**src/rtl/event_or_monitor_if.sv**
```systemverilog
// event_or_monitor_if: channel inputs, control and event outputs of the OR/event monitor
interface event_or_monitor_if #(
    parameter int WIDTH = 8,
    parameter int NCH   = 2,
    parameter int CNT_W = 8
);
    logic                 en;
    logic                 mode;
    logic [WIDTH-1:0]     match_val;
    logic [NCH*WIDTH-1:0] ch_data;
    logic                 irq_ack;
    logic                 cnt_clr;
    logic [WIDTH-1:0]     out_or;
    logic                 evt_pulse;
    logic                 irq;
    logic                 ovf;
    logic [CNT_W-1:0]     evt_count;
    modport master (
        output en, mode, match_val, ch_data, irq_ack, cnt_clr,
        input  out_or, evt_pulse, irq, ovf, evt_count
    );
    modport slave (
        input  en, mode, match_val, ch_data, irq_ack, cnt_clr,
        output out_or, evt_pulse, irq, ovf, evt_count
    );
endinterface

```
**src/rtl/event_or_monitor.sv**
```systemverilog
// event_or_monitor: registered OR of channels plus edge-detected match event, sticky irq/ovf and saturating counter
module event_or_monitor #(
    parameter int WIDTH = 8,
    parameter int NCH   = 2,
    parameter int CNT_W = 8
) (
    input logic clk,
    input logic rst,
    event_or_monitor_if.slave bus
);
    localparam logic [0:0] IDLE = 1'b0;
    localparam logic [0:0] PEND = 1'b1;
    logic [0:0]       state;
    logic [WIDTH-1:0] or_d;
    logic             any_eq, all_eq, cond, cond_q, evt;
    // OR-reduce the channels and evaluate the match condition on the live inputs
    always_comb begin
        or_d   = '0;
        any_eq = 1'b0;
        all_eq = 1'b1;
        for (int i = 0; i < NCH; i++) begin
            or_d   = or_d | bus.ch_data[i*WIDTH +: WIDTH];
            any_eq = any_eq | (bus.ch_data[i*WIDTH +: WIDTH] == bus.match_val);
            all_eq = all_eq & (bus.ch_data[i*WIDTH +: WIDTH] == bus.match_val);
        end
        cond = bus.mode ? all_eq : any_eq;
        evt  = bus.en && cond && !cond_q;
    end
    // Datapath and edge-detect history update every cycle regardless of en
    always_ff @(posedge clk) begin
        if (rst) begin
            bus.out_or    <= '0;
            cond_q        <= 1'b0;
            bus.evt_pulse <= 1'b0;
        end else begin
            bus.out_or    <= or_d;
            cond_q        <= cond;
            bus.evt_pulse <= evt;
        end
    end
    // Saturating event counter; a clear coinciding with an event counts that event
    always_ff @(posedge clk) begin
        if (rst)
            bus.evt_count <= '0;
        else if (bus.cnt_clr)
            bus.evt_count <= CNT_W'(evt);
        else if (evt && bus.evt_count != '1)
            bus.evt_count <= bus.evt_count + 1'b1;
    end
    // Interrupt FSM: an event while pending without ack flags overrun; ack clears overrun
    always_ff @(posedge clk) begin
        if (rst) begin
            state   <= IDLE;
            bus.ovf <= 1'b0;
        end else if (state == IDLE) begin
            if (evt)
                state <= PEND;
        end else if (bus.irq_ack) begin
            state   <= evt ? PEND : IDLE;
            bus.ovf <= 1'b0;
        end else if (evt) begin
            bus.ovf <= 1'b1;
        end
    end
    assign bus.irq = (state == PEND);
endmodule

```
**src/flat_wrapper.sv**
```systemverilog
// flat-port wrapper written by rule: the top's interface ports become plain ports
module event_or_monitor_flat 
#(
    parameter int WIDTH = 8,
    parameter int NCH   = 2,
    parameter int CNT_W = 8
)
  (clk, rst, bus_en, bus_mode, bus_match_val, bus_ch_data, bus_irq_ack, bus_cnt_clr, bus_out_or, bus_evt_pulse, bus_irq, bus_ovf, bus_evt_count);
  event_or_monitor_if #(.WIDTH(WIDTH), .NCH(NCH), .CNT_W(CNT_W)) bus_i ();
  input logic clk;
  input logic rst;
  input wire logic [$bits(bus_i.en)-1:0] bus_en;
  input wire logic [$bits(bus_i.mode)-1:0] bus_mode;
  input wire logic [$bits(bus_i.match_val)-1:0] bus_match_val;
  input wire logic [$bits(bus_i.ch_data)-1:0] bus_ch_data;
  input wire logic [$bits(bus_i.irq_ack)-1:0] bus_irq_ack;
  input wire logic [$bits(bus_i.cnt_clr)-1:0] bus_cnt_clr;
  output wire logic [$bits(bus_i.out_or)-1:0] bus_out_or;
  output wire logic [$bits(bus_i.evt_pulse)-1:0] bus_evt_pulse;
  output wire logic [$bits(bus_i.irq)-1:0] bus_irq;
  output wire logic [$bits(bus_i.ovf)-1:0] bus_ovf;
  output wire logic [$bits(bus_i.evt_count)-1:0] bus_evt_count;
  assign bus_i.en = bus_en;
  assign bus_i.mode = bus_mode;
  assign bus_i.match_val = bus_match_val;
  assign bus_i.ch_data = bus_ch_data;
  assign bus_i.irq_ack = bus_irq_ack;
  assign bus_i.cnt_clr = bus_cnt_clr;
  assign bus_out_or = bus_i.out_or;
  assign bus_evt_pulse = bus_i.evt_pulse;
  assign bus_irq = bus_i.irq;
  assign bus_ovf = bus_i.ovf;
  assign bus_evt_count = bus_i.evt_count;
  event_or_monitor #(.WIDTH(WIDTH), .NCH(NCH), .CNT_W(CNT_W)) u_core (.clk(clk), .rst(rst), .bus(bus_i));
endmodule
```
**config.mk**
```make
export PLATFORM = sky130hd
export DESIGN_NAME = event_or_monitor_flat
export DESIGN_NICKNAME = d
export VERILOG_FILES = /design/src/rtl/event_or_monitor_if.sv /design/src/rtl/event_or_monitor.sv /design/src/flat_wrapper.sv
export SDC_FILE = /design/constraint.sdc
export NUM_CORES = 1
export LEC_CHECK = 0
export ABC_AREA = 1
export BUFFER_PORTS_ARGS = -buffer_cell sky130_fd_sc_hd__buf_2
export CAP_MARGIN = 20
export CORE_MARGIN = 4
export CORE_UTILIZATION = 36
export CTS_BUF_LIST = sky130_fd_sc_hd__clkbuf_16
export DETAILED_ROUTE_END_ITERATION = 10
export GPL_TIMING_DRIVEN = 0
export PLACE_DENSITY_LB_ADDON = 0.08
export SETUP_SLACK_MARGIN = 0.4
export SKIP_CTS_REPAIR_TIMING = 1
export SLEW_MARGIN = 5
export SYNTH_ARGS = -nofsm -noshare
export SYNTH_HDL_FRONTEND = slang
export SYNTH_SLANG_ARGS = --single-unit
```
**constraint.sdc**
```tcl
create_clock -name clk -period 1.89 [get_ports clk]
set_input_delay 0.189 -clock clk [delete_from_list [all_inputs] [get_ports clk]]
set_output_delay 0.189 -clock clk [all_outputs]
set_load 0.02 [all_outputs]
```
==> reports/qor.txt <==
status = complete, no violations
first-pass GRT wire length = 4830 um
hold path depth = 2
part of the Yosys area used for sequential elements = 31.40%
Max transition margin = 64.74%
Worst R2R Start = u_core.bus.evt_count[1]
cells after synthesis = 223
post-route ant nets = 0
area occupied by multi-input gates = 735.7 um^2
hold endpoint = u_core.bus.out_or[0]
Core Rows = 21
Root Driver = clkbuf_16
Starting Density = 37.62%
Clock Path Buffers = 2
fmax = 0.7093 GHz
most frequent cells in the layout = nand2_1, buf_2, inv_1, nor2_1, dfxtp_1
Max Used Layer = met4
register area = 407.9 um^2
fill cell count = 360
Tmin final = 1410 ps
total number of vias = 1357
synth warn = 0
WP data required = 2020 ps
XOR/XNOR share of the synthesized area = 1.374%
Post-Synth Simple-Gate Area = 45.93%
Layout area overhead = 36.02%
dominant cell type by area after synthesis = dfxtp_1
Clk pwr share = 48.9%
post-synthesis compound-gate area fraction = 6.183%
I/O Pins = 49
RSZ-0062 raised after global routing = yes
R2R cell count = 8
r2r endpoint = u_core.bus.evt_count[0]
GR Util All Layers = 13.80%
Ant. Diodes = 0
hold path startpoint = rst
setup TNS = 0 ps
met3 routed WL = 202 um
largest family of logic cells by synthesized area = simple AND/OR/NAND/NOR gates
largest net degree at the start of global routing = 13
Clock Sinks = 20
Mapped Area = 1275 um^2
synth top area cells = dfxtp_1, nand2_1, inv_1, nor2_1, a21oi_1
grt ovf = 0
Sw Pwr = 0.0002849 W
Adder-Cell Fraction of Synth Area = 0.9814%
Slew Viols, Final = 0
Worst Setup Path Type = register to register
Num CTS Buffers = 3
Synth Area per Inst = 5.717 um^2
PD cells = 696.0 nW/um^2
Internal = 0.0009221 W
r2r setup slk = 480 ps
Cell variety after synth = 23
Reg clk slew, reported paths = 60 ps
multiplexer area fraction after synthesis = 0%
CTS tree = yes
crit path max fanout = 7
Crit. End Element = register
# DRC = 0
DR WL/cell = 8.925 um
Sw Ratio = 23.61%
GP Congestion = 0.7736
commonest non-fill, non-tap cell in the layout = nand2_1
share of cells above drive strength 1 = 27.54%
Flop pwr share = 36.2%
CP startpoint kind = register
final setup violation count = 0
Comb power frac = 14.9%
Worst Clk Skew = 2.602 ps
met2 WL = 1172 um
crit share post-route = 74.59%
placeable core area = 3390 um^2
DIE WIDTH = 67.51 um
WP data arrival = 1540 ps
Die Y = 67.51 um
die area = 4558 um^2
DRT Pass-1 Iters = 4
final core occ = 51.16%
initial antenna violation count = 0
routed wire length = 2874 um
max-cap violations = 0
Vias/cell = 4.214
count of final hold-check violations = 0
HPWL Detailed = 2327 um
total number of H-tree levels = 1
HP Class = input pin to register
First DRT Iteration DRCs = 36
vias in the first global route = 1183
final net count = 308
Worst Tran Pin Value = 528.9 ps
DRT met1 WL = 1473 um
port bufs = 48
syn nets = 254
Worst-Skew Late Latency = 250 ps
leakage power = 1.007 nW
share of the synthesized area in the top cell type = 31.40%
FF+latch count, synth = 20
worst vdd ir = 0.2655 mV
## final cells by class
class | instances | share of cell area, %
Tap cell | 46 | 3.319
Clock buffer | 3 | 4.329
Clock inverter | 1 | 1.732
Sequential cell | 20 | 23.52
Timing Repair Buffer | 49 | 14.29
Inverter | 47 | 10.17
Buffer | 1 | 0.2165
Multi-Input combinational cell | 155 | 42.42
## registers in the layout (all words and copies together) (netlist names)
name and flops:
u_core.bus.evt_count 8, u_core.bus.evt_pulse 1, u_core.bus.irq 1, u_core.bus.out_or 8, u_core.bus.ovf 1, u_core.cond_q 1
## power by group through the flow
stage | combinational (W) | clock [W] | sequential [W]
after floorplan | 0.0000899 | 0 | 0.000465
after global placement | 0.000180 | 0 | 0.000448
after detailed placement | 0.000180 | 0 | 0.000447
after CTS | 0.000181 | 0.000612 | 0.000438
after global routing | 0.000204 | 0.000628 | 0.000438
final | 0.000180 | 0.000591 | 0.000437
## stage by stage
stage / worst slack, ps / hold WS [ps] / power (W) / std cells / cell area, um^2
6_report: 480.2 / 171.0 / 0.001207 / 322 / 1734
3_3_place_gp: 311.8 / 434.3 / 0.0006274 / 317 / 1580
3_5_place_dp: 296.9 / 440.5 / 0.0006269 / 317 / 1580
5_1_grt: 364.7 / 176.1 / 0.001270 / 322 / 1734
2_1_floorplan: 445.1 / 258.1 / 0.0005546 / 223 / 1282
4_1_cts: 361.3 / 166.9 / 0.001231 / 321 / 1685
## worst max-delay path by stage
stage	endpoint	slack, ps	from	depth (start not counted)
2_1_floorplan	u_core.bus.evt_count[0]	450	u_core.bus.evt_count[1]	8
3_3_place_gp	u_core.bus.evt_count[6]	310	bus_match_val[6]	13
3_5_place_dp	u_core.bus.evt_count[6]	300	bus_match_val[6]	13
4_1_cts	u_core.bus.evt_count[0]	360	u_core.bus.evt_count[1]	8
5_1_grt	u_core.bus.evt_count[2]	360	u_core.bus.evt_count[1]	9
6_report	u_core.bus.evt_count[0]	480	u_core.bus.evt_count[1]	8
## synthesized netlist by cell type
| library cell | count |
|---|---|
| or2_2 | 1 |
| xnor2_1 | 2 |
| nand4_1 | 5 |
| ha_1 | 1 |
| nand3_1 | 6 |
| o21a_1 | 1 |
| clkbuf_1 | 1 |
| nand3b_1 | 1 |
| nor3_4 | 1 |
| o22ai_1 | 1 |
| nand2_2 | 1 |
| inv_1 | 42 |
| and2_1 | 1 |
| a21oi_1 | 12 |
| o21ai_1 | 1 |
| nand2_1 | 85 |
| inv_2 | 5 |
| nor2_1 | 29 |
| nand3_2 | 2 |
| nor2_2 | 2 |
| nor3_1 | 2 |
| nor2_4 | 1 |
| dfxtp_1 | 20 |
## metal layers
metal / vias up / GRT usage [%]
li1: 774 / -
met1: 551 / 18.53
met2: 30 / 21.51
met3: 2 / 3.328
met4: 0 / 4.557
met5: - / 0
## critical path: stages, from the launching register on
cell and delay [ps]:
dfxtp_4 370, ha_4 140, nand2_2 80, nor3_4 250, nand3_4 150, nor2_2 120, o22ai_1 80, nand2_1 60
nor2_1 30
## kinds of logic after synthesis
kind of cell | after synthesis
AO/OA/AOI/OAI | 15
XOR/XNOR | 2
AND/OR/NAND/NOR | 137
adder cells (fa/ha/maj) | 1
buffers and inverters | 48
flip-flops | 20
Power figures use the tool's default switching activity.
